File: src/rtl/bounce_controller.sv
`default_nettype none
// ============================================================================
//  Module      : bounce_controller
//  Description : Game-logic side of the ball bounce interface. Detects wall,
//                paddle and miss conditions from ball/paddle positions, drives
//                bounce_trigger/bounce_direction to the ball, serves the ball,
//                keeps score and resets the ball after each point.
//                Optional feature macro: PONG_AUTO_SERVE_EN (idle auto serve).
//  Revision    : 1.0 - initial release
// ============================================================================
module bounce_controller #(
`ifdef PONG_AUTO_SERVE_EN
    parameter int AUTO_SERVE_TICKS = 180,
`endif
    parameter int SCREEN_W       = 640,
    parameter int SCREEN_H       = 480,
    parameter int BALL_SIZE      = 30,
    parameter int PADDLE_W       = 10,
    parameter int PADDLE_H       = 80,
    parameter int PADDLE_L_X     = 20,
    parameter int PADDLE_R_X     = 610,
    parameter int COOLDOWN_TICKS = 8,
    parameter int POINT_TICKS    = 60,
    parameter int WIN_SCORE      = 9
) (
    input  logic       tick,
    input  logic       reset,
    input  logic [9:0] ball_x,
    input  logic [9:0] ball_y,
    input  logic [9:0] paddle_l_y,
    input  logic [9:0] paddle_r_y,
    input  logic       serve,
    output logic       bounce_trigger,
    output logic       bounce_direction,
    output logic       ball_reset_n,
    output logic [3:0] score_l,
    output logic [3:0] score_r,
    output logic       game_over
);

    // Direction encoding: wall hit flips up/down, paddle hit flips left/right
    localparam logic HORIZONTAL = 1'b0;
    localparam logic VERTICAL   = 1'b1;

    localparam logic [10:0] c_ball_size  = 11'(BALL_SIZE);
    localparam logic [10:0] c_screen_w   = 11'(SCREEN_W);
    localparam logic [10:0] c_screen_h   = 11'(SCREEN_H);
    localparam logic [10:0] c_pad_h      = 11'(PADDLE_H);
    localparam logic [10:0] c_pad_l_face = 11'(PADDLE_L_X + PADDLE_W);
    localparam logic [10:0] c_pad_r_x    = 11'(PADDLE_R_X);
    localparam logic [7:0]  c_cool_load  = 8'(COOLDOWN_TICKS - 1);
    localparam logic [7:0]  c_point_load = 8'(POINT_TICKS - 1);
    localparam logic [3:0]  c_win        = 4'(WIN_SCORE);

    typedef enum logic [2:0] {
        S_SERVE_WAIT = 3'd0,
        S_LAUNCH     = 3'd1,
        S_PLAY       = 3'd2,
        S_HOLD       = 3'd3,
        S_COOLDOWN   = 3'd4,
        S_POINT      = 3'd5,
        S_GAME_OVER  = 3'd6
    } state_t;

    state_t      r_state, w_next_state;
    logic        r_dir, w_next_dir;
    logic        r_last_dir, w_next_last_dir;
    logic [19:0] r_latch, w_next_latch;
    logic [7:0]  r_timer, w_next_timer;
    logic [3:0]  r_score_l, w_next_score_l;
    logic [3:0]  r_score_r, w_next_score_r;
    logic        r_serve_dir, w_next_serve_dir;
    logic        r_trigger, r_ball_reset_n, r_game_over;

    // Geometry is evaluated on 11-bit sums so edge arithmetic never wraps
    logic [10:0] w_bx, w_by, w_bx_end, w_by_end, w_pl_end, w_pr_end;
    logic        w_wall_hit, w_pad_l, w_pad_r, w_pad_hit, w_miss_l, w_miss_r;
    logic        w_moved, w_serve_go;
    logic [3:0]  w_score_l_inc, w_score_r_inc;

    assign w_bx     = {1'b0, ball_x};
    assign w_by     = {1'b0, ball_y};
    assign w_bx_end = w_bx + c_ball_size;
    assign w_by_end = w_by + c_ball_size;
    assign w_pl_end = {1'b0, paddle_l_y} + c_pad_h;
    assign w_pr_end = {1'b0, paddle_r_y} + c_pad_h;

    assign w_wall_hit = (ball_y == 10'd0) || (w_by_end >= c_screen_h);
    assign w_pad_l    = (w_bx <= c_pad_l_face) && (w_by_end > {1'b0, paddle_l_y}) && (w_by < w_pl_end);
    assign w_pad_r    = (w_bx_end >= c_pad_r_x) && (w_by_end > {1'b0, paddle_r_y}) && (w_by < w_pr_end);
    assign w_pad_hit  = w_pad_l || w_pad_r;
    assign w_miss_l   = (ball_x == 10'd0);
    assign w_miss_r   = (w_bx_end >= c_screen_w);
    assign w_moved    = ({ball_x, ball_y} != r_latch);

    // Scores saturate at the winning score
    assign w_score_l_inc = (r_score_l < c_win) ? r_score_l + 4'd1 : r_score_l;
    assign w_score_r_inc = (r_score_r < c_win) ? r_score_r + 4'd1 : r_score_r;

`ifdef PONG_AUTO_SERVE_EN
    logic [9:0] r_idle;

    assign w_serve_go = serve || (r_idle == 10'(AUTO_SERVE_TICKS));

    // Idle counter runs only while waiting to serve with serve low
    always_ff @(posedge tick) begin
        if (reset || (r_state != S_SERVE_WAIT) || w_serve_go) begin
            r_idle <= 10'd0;
        end else begin
            r_idle <= r_idle + 10'd1;
        end
    end
`else
    assign w_serve_go = serve;
`endif

    // Next-state logic; miss outranks paddle, paddle outranks wall
    always_comb begin
        w_next_state     = r_state;
        w_next_dir       = r_dir;
        w_next_last_dir  = r_last_dir;
        w_next_latch     = r_latch;
        w_next_timer     = r_timer;
        w_next_score_l   = r_score_l;
        w_next_score_r   = r_score_r;
        w_next_serve_dir = r_serve_dir;
        case (r_state)
            S_SERVE_WAIT: begin
                if (w_serve_go) begin
                    w_next_state = S_LAUNCH;
                    w_next_dir   = r_serve_dir;
                    w_next_latch = {ball_x, ball_y};
                end
            end
            S_LAUNCH: begin
                if (w_moved) begin
                    w_next_state = S_PLAY;
                end
            end
            S_PLAY, S_COOLDOWN: begin
                if (w_miss_l || w_miss_r) begin
                    if (w_miss_l) begin
                        w_next_score_r = w_score_r_inc;
                    end else begin
                        w_next_score_l = w_score_l_inc;
                    end
                    w_next_state     = S_POINT;
                    w_next_timer     = c_point_load;
                    w_next_serve_dir = ~r_serve_dir;
                end else if (w_pad_hit && !(r_state == S_COOLDOWN && r_last_dir == VERTICAL)) begin
                    w_next_state = S_HOLD;
                    w_next_dir   = VERTICAL;
                    w_next_latch = {ball_x, ball_y};
                end else if (w_wall_hit && !(r_state == S_COOLDOWN && r_last_dir == HORIZONTAL)) begin
                    w_next_state = S_HOLD;
                    w_next_dir   = HORIZONTAL;
                    w_next_latch = {ball_x, ball_y};
                end else if (r_state == S_COOLDOWN) begin
                    if (r_timer == 8'd0) begin
                        w_next_state = S_PLAY;
                    end else begin
                        w_next_timer = r_timer - 8'd1;
                    end
                end
            end
            S_HOLD: begin
                if (w_moved) begin
                    w_next_state    = S_COOLDOWN;
                    w_next_last_dir = r_dir;
                    w_next_timer    = c_cool_load;
                end
            end
            S_POINT: begin
                if (r_timer == 8'd0) begin
                    w_next_state = ((r_score_l == c_win) || (r_score_r == c_win)) ? S_GAME_OVER : S_SERVE_WAIT;
                end else begin
                    w_next_timer = r_timer - 8'd1;
                end
            end
            S_GAME_OVER: begin
                w_next_state = S_GAME_OVER;
            end
            default: begin
                w_next_state = S_SERVE_WAIT;
            end
        endcase
    end

    // State and registered outputs; outputs follow the state being entered
    always_ff @(posedge tick) begin
        if (reset) begin
            r_state        <= S_SERVE_WAIT;
            r_dir          <= HORIZONTAL;
            r_last_dir     <= HORIZONTAL;
            r_latch        <= 20'd0;
            r_timer        <= 8'd0;
            r_score_l      <= 4'd0;
            r_score_r      <= 4'd0;
            r_serve_dir    <= VERTICAL;
            r_trigger      <= 1'b0;
            r_ball_reset_n <= 1'b0;
            r_game_over    <= 1'b0;
        end else begin
            r_state        <= w_next_state;
            r_dir          <= w_next_dir;
            r_last_dir     <= w_next_last_dir;
            r_latch        <= w_next_latch;
            r_timer        <= w_next_timer;
            r_score_l      <= w_next_score_l;
            r_score_r      <= w_next_score_r;
            r_serve_dir    <= w_next_serve_dir;
            r_trigger      <= (w_next_state == S_LAUNCH) || (w_next_state == S_HOLD);
            r_ball_reset_n <= (w_next_state != S_POINT) && (w_next_state != S_GAME_OVER);
            r_game_over    <= (w_next_state == S_GAME_OVER);
        end
    end

    assign bounce_trigger   = r_trigger;
    assign bounce_direction = r_dir;
    assign ball_reset_n     = r_ball_reset_n;
    assign score_l          = r_score_l;
    assign score_r          = r_score_r;
    assign game_over        = r_game_over;

endmodule
`default_nettype wire

File: config.mk
export PLATFORM = sky130hd
export DESIGN_NAME = bounce_controller
export DESIGN_NICKNAME = d
export VERILOG_FILES = /design/src/rtl/bounce_controller.sv
export SDC_FILE = /design/constraint.sdc
export NUM_CORES = 1
export LEC_CHECK = 0
export ABC_AREA = 0
export BUFFER_PORTS_ARGS = -buffer_cell sky130_fd_sc_hd__buf_4
export CORE_MARGIN = 2
export CORE_UTILIZATION = 59
export CTS_CLUSTER_SIZE = 25
export DETAILED_ROUTE_END_ITERATION = 8
export PLACE_DENSITY_LB_ADDON = 0.2
export SYNTH_ARGS = -nofsm -noshare
export SYNTH_HDL_FRONTEND = slang
export SYNTH_SLANG_ARGS = --single-unit
export TNS_END_PERCENT = 50
File: constraint.sdc
create_clock -name tick -period 5.11 [get_ports tick]
set_clock_uncertainty 0.15 [all_clocks]
set_input_delay 1.2775 -clock tick [delete_from_list [all_inputs] [get_ports tick]]
set_output_delay 1.2775 -clock tick [all_outputs]
set_load 0.005 [all_outputs]
==> metrics.md <==
| Metric | Value |
|---|---|
| Worst-path fanout max | `42` |
| Total power | `1.34 mW` |
| Antenna cell count | `0` |
| TritonCTS clock tree | `done` |
| First-pass GRT wire length | `16800 um` |
| Synth cell types | `68` |
| Worst path required time | `between 5 and 6 ns` |
| Post-CTS Resized | `0` |
| Post-CTS setup buffers | `0` |
| Area fraction in compound gates after synthesis | `0.249` |
| Cells on worst reg2reg path | `8` |
| Post-DP HPWL | `7590 um` |
| Cells after Synth | `486` |
| Multi-input gate area | `0.00284 mm2` |
| Drt total wl | `10100 um` |
| CP Buf/Inv Count | `2` |
| Fin crit share | `0.898` |
| Die area | `about 0.0075 mm2` |
| I/O pin cnt | `55` |
| Post-route cell area | `0.00453 mm2` |
| Number of synthesized flops with an enable pin | `0` |
| Asr flop ratio synth | `0` |
| Area grow syn2layout | `12.4%` |
| Root Driver | `clkbuf_8` |
| Yosys warning count | `0` |
| Initial antenna violation count | `0` |
| DRT iter0 DRCs | `227` |
| Metal-1 WL | `4570 um` |
| PwrDens | `296 mW/mm2` |
| DRC | `0` |
| Worst R2R End | `bounce_direction$_SDFFE_PP0P_` |
| Post-route setup TNS | `0 ns` |
| Final min period | `4.59 ns` |
| Finish-stage setup viols | `0` |
| FMAX | `218 MHz` |
| Inserted Clock Buffers | `5` |
| Setup CP Type | `in -> reg` |
| Max incr delay on CP | `0.47 ns` |
| Sink of the worst hold path | `r_latch[0]$_SDFFE_PP0P_` |
| Main combinational cell family by area after synthesis | `compound AO/OA/AOI/OAI gates` |
| Hold Crit Depth | `2` |
| GRT Overall Usage | `0.276` |
| FF+latch count, synth | `45` |
| Simple-Gate Fraction of Synth Area | `0.196` |
| Die X | `86.6 um` |
| Outcome | `finished clean` |
| Fillers | `556` |
| Cell family with most CP delay | `compound AO/OA/AOI/OAI gates` |
| DR vias | `roughly 3800` |
| Top cells by area, synth | `dfxtp_1 22%, ha_1 15%, xnor2_1 5.0%` |
| Post-synthesis mux area share | `0.00994` |
| Max-cap violations | `0` |
| Placed Area | `between 0.004 and 0.005 mm2` |
| Drt wl/cell | `about 17 um` |
| # port buffers | `54` |
| Hold path start | `r_latch[0]$_SDFFE_PP0P_` |
| Nature of the critical path endpoint | `register` |
| Adder-cell share of the synthesized area | `0.155` |
| Biggest area consumer among synthesized cells | `dfxtp_1` |
| Top FF cell, synth | `dfxtp_1` |
| Syn_nets | `578` |
| Hold/Removal Path Class | `reg -> reg` |
| Worst slew pin tran | `0.981 ns` |
| Clock latency on the worst-skew pair | `roughly 0.30 ns` |
| CTS H-tree lvls | `2` |
| Endpoints failing hold | `0` |
| Cts hold-fix bufs | `0` |
| Starting Density | `0.603` |
| DIE HEIGHT | `86.6 um` |
| Placer Congestion | `slightly above 0.9` |
| Total gr overflow | `0` |
| Worst EP arrival | `4.68 ns` |
| Sequential area share after synthesis | `0.224` |
| Share of Yosys cell area claimed by the top area cell type | `0.224` |
| Inst Count DP | `596` |
| Cell area after synthesis | `0.00403 mm2` |
| Top Layer Used | `met4` |
| RSZ-0062 raised after global routing | `false` |
| Post-DRT Antenna Nets | `0` |
| Rel. slew slack | `0.343` |
| Register area | `roughly 900 um2` |
| Final slew viol count | `0` |
| Reg2reg start | `r_state[1]$_SDFF_PP0_` |
| Row count | `30` |
| Mean Syn Cell Area | `8.29 um2` |
| Non-filler instance count after layout | `604` |
| Reg2reg setup slack | `2.31 ns` |
| Cell Chain, Critical Path | `buf_4 -> inv_1 -> ha_1 -> or3b_1 -> nand3_1 -> xnor2_1 -> ha_1 -> nand4_1 -> a211oi_1 -> o31ai_1 -> a2111o_1 -> o211ai_4 -> o21ai_4 -> a211oi_1 -> a41o_1` |
| CP startpoint kind | `input pin` |
| Core area | `0.00668 mm2` |
| Vias in the first global route | `3631` |
| Clock slew at reported path FFs | `0.08 ns` |
| Drt pass-1 iters | `7` |
| Static Leak | `2.14 nW` |
| Largest net degree at the start of global routing | `44` |
| Vias/cell | `between 6 and 7` |
| Routed length on met3 | `601 um` |
| Share of layout cells above drive strength 1 | `0.156` |
| Post-synthesis share of cell area spent on xor and xnor gates | `0.0935` |
| Final nets | `between 600 and 700` |
| Met2 routed WL | `just under 5000 um` |
| Clock buffer depth | `2` |
| Hold Slack | `0.338 ns` |
| Max VDD drop | `0.000227 V` |
| CP max stage cell | `a2111o_1` |
| Total clock sinks | `45` |
==> kinds of logic (layout without fill, tap and decap cells) <==
| logic type | count (synthesis) | after routing |
|---|---|---|
| AO/OA/AOI/OAI | 134 | 134 |
| XOR/XNOR | 43 | 43 |
| adder cells (fa/ha/maj) | 50 | 50 |
| buffers and inverters | 65 | 103 |
| flip-flops | 45 | 45 |
| multiplexers | 4 | 4 |
| AND/OR/NAND/NOR | 145 | 145 |
==> metal layers <==
metal,vias up,GRT usage
met2,139,0.450
li1,1864,-
met3,14,0.0419
met5,-,0
met4,0,0.0696
met1,1812,0.382
==> sequential cells by signal, indices dropped and copies added (netlist names) <==
| signal | cells |
|---|---|
| ball_reset_n | 1 |
| bounce_direction | 1 |
| bounce_trigger | 1 |
| game_over | 1 |
| r_last_dir | 1 |
| r_latch | 20 |
| r_serve_dir | 1 |
| r_state | 3 |
| r_timer | 8 |
| score_l | 4 |
| score_r | 4 |
==> stage by stage <==
stage,utilization,setup slack [ns]
CTS,0.678,0.532
floorplan,-,0.717
global placement,0.660,0.391
detailed placement,0.660,0.254
global route,0.678,0.181
finish,0.678,0.521
==> worst reg2reg max path, cell delays in order (launching register included) <==
cell and delay [ns]:
dfxtp_1 0.52, nand2b_1 0.28, nor2_1 0.15, a221oi_1 0.55, nand4b_4 0.19, o211ai_4 0.15
o21ai_4 0.30, a211oi_1 0.34, a41o_1 0.12
==> worst max path at each step <==
stage          depth (start not counted)                             to  slack (ns)       from
3_5_place_dp                          14  bounce_direction$_SDFFE_PP0P_        0.25  ball_y[1]
6_report                              15  bounce_direction$_SDFFE_PP0P_        0.52  ball_y[1]
5_1_grt                               14       r_latch[19]$_SDFFE_PP0P_        0.18  ball_y[1]
3_3_place_gp                          14       r_latch[19]$_SDFFE_PP0P_        0.39  ball_y[1]
4_1_cts                               14  bounce_direction$_SDFFE_PP0P_        0.53  ball_y[1]
2_1_floorplan                         14  bounce_direction$_SDFFE_PP0P_        0.72  ball_y[3]
==> synth_stat cells (all sizes together) (2+ instances only) <==
cell     instances
ha              49
a21oi           39
or4              5
a41oi            2
o211a            3
a41o            18
nand2b           5
a211oi           8
nand3           11
nor2            22
inv             36
o21a             2
nor3            12
nor4             8
o2111ai          3
xor2            20
nor3b            6
nand4           12
o22ai            4
and2             5
a221oi           2
clkbuf          20
or3b             3
a21o             9
and3             3
o211ai           4
nand3b           4
buf              8
a32o             3
nand4b           3
o31ai            3
mux2i            4
dfxtp           45
nand2           43
o21ai           20
xnor2           23
==> power breakdown <==
part           total [mW]  switching (mW)  internal (mW)
combinational       0.601           0.347          0.254
clock               0.282           0.123          0.160
sequential          0.458          0.0545          0.403
total                1.34           0.524          0.817
==> layout by cell type, fill, tap and decap left out, drive strengths merged, types with 4 or more instances in the layout <==
cell / netlist / routed
a41o: 18 / 18
nor3b: 6 / 6
xor2: 20 / 20
and2: 5 / 5
nor3: 12 / 12
xnor2: 23 / 23
o22ai: 4 / 4
o211ai: 4 / 4
nand2b: 5 / 5
nand3: 11 / 11
nand2: 43 / 43
dfxtp: 45 / 45
nand4: 12 / 12
a211oi: 8 / 8
ha: 49 / 49
a21oi: 39 / 39
nor4: 8 / 8
inv: 36 / 36
or4: 5 / 5
nand3b: 4 / 4
buf: 8 / 58
a21o: 9 / 9
o21ai: 20 / 20
clkbuf: 20 / 7
nor2: 22 / 22
mux2i: 4 / 4
==> area by class of cell <==
type,instances,area share
clock buffer,7,0.0191
timing repair buffer,58,0.0962
multi-input combinational,376,0.626
clock inverter,1,0.00663
sequential,45,0.199
tap,80,0.0221
inverter,37,0.0307
(Power assumes the default switching activity.)
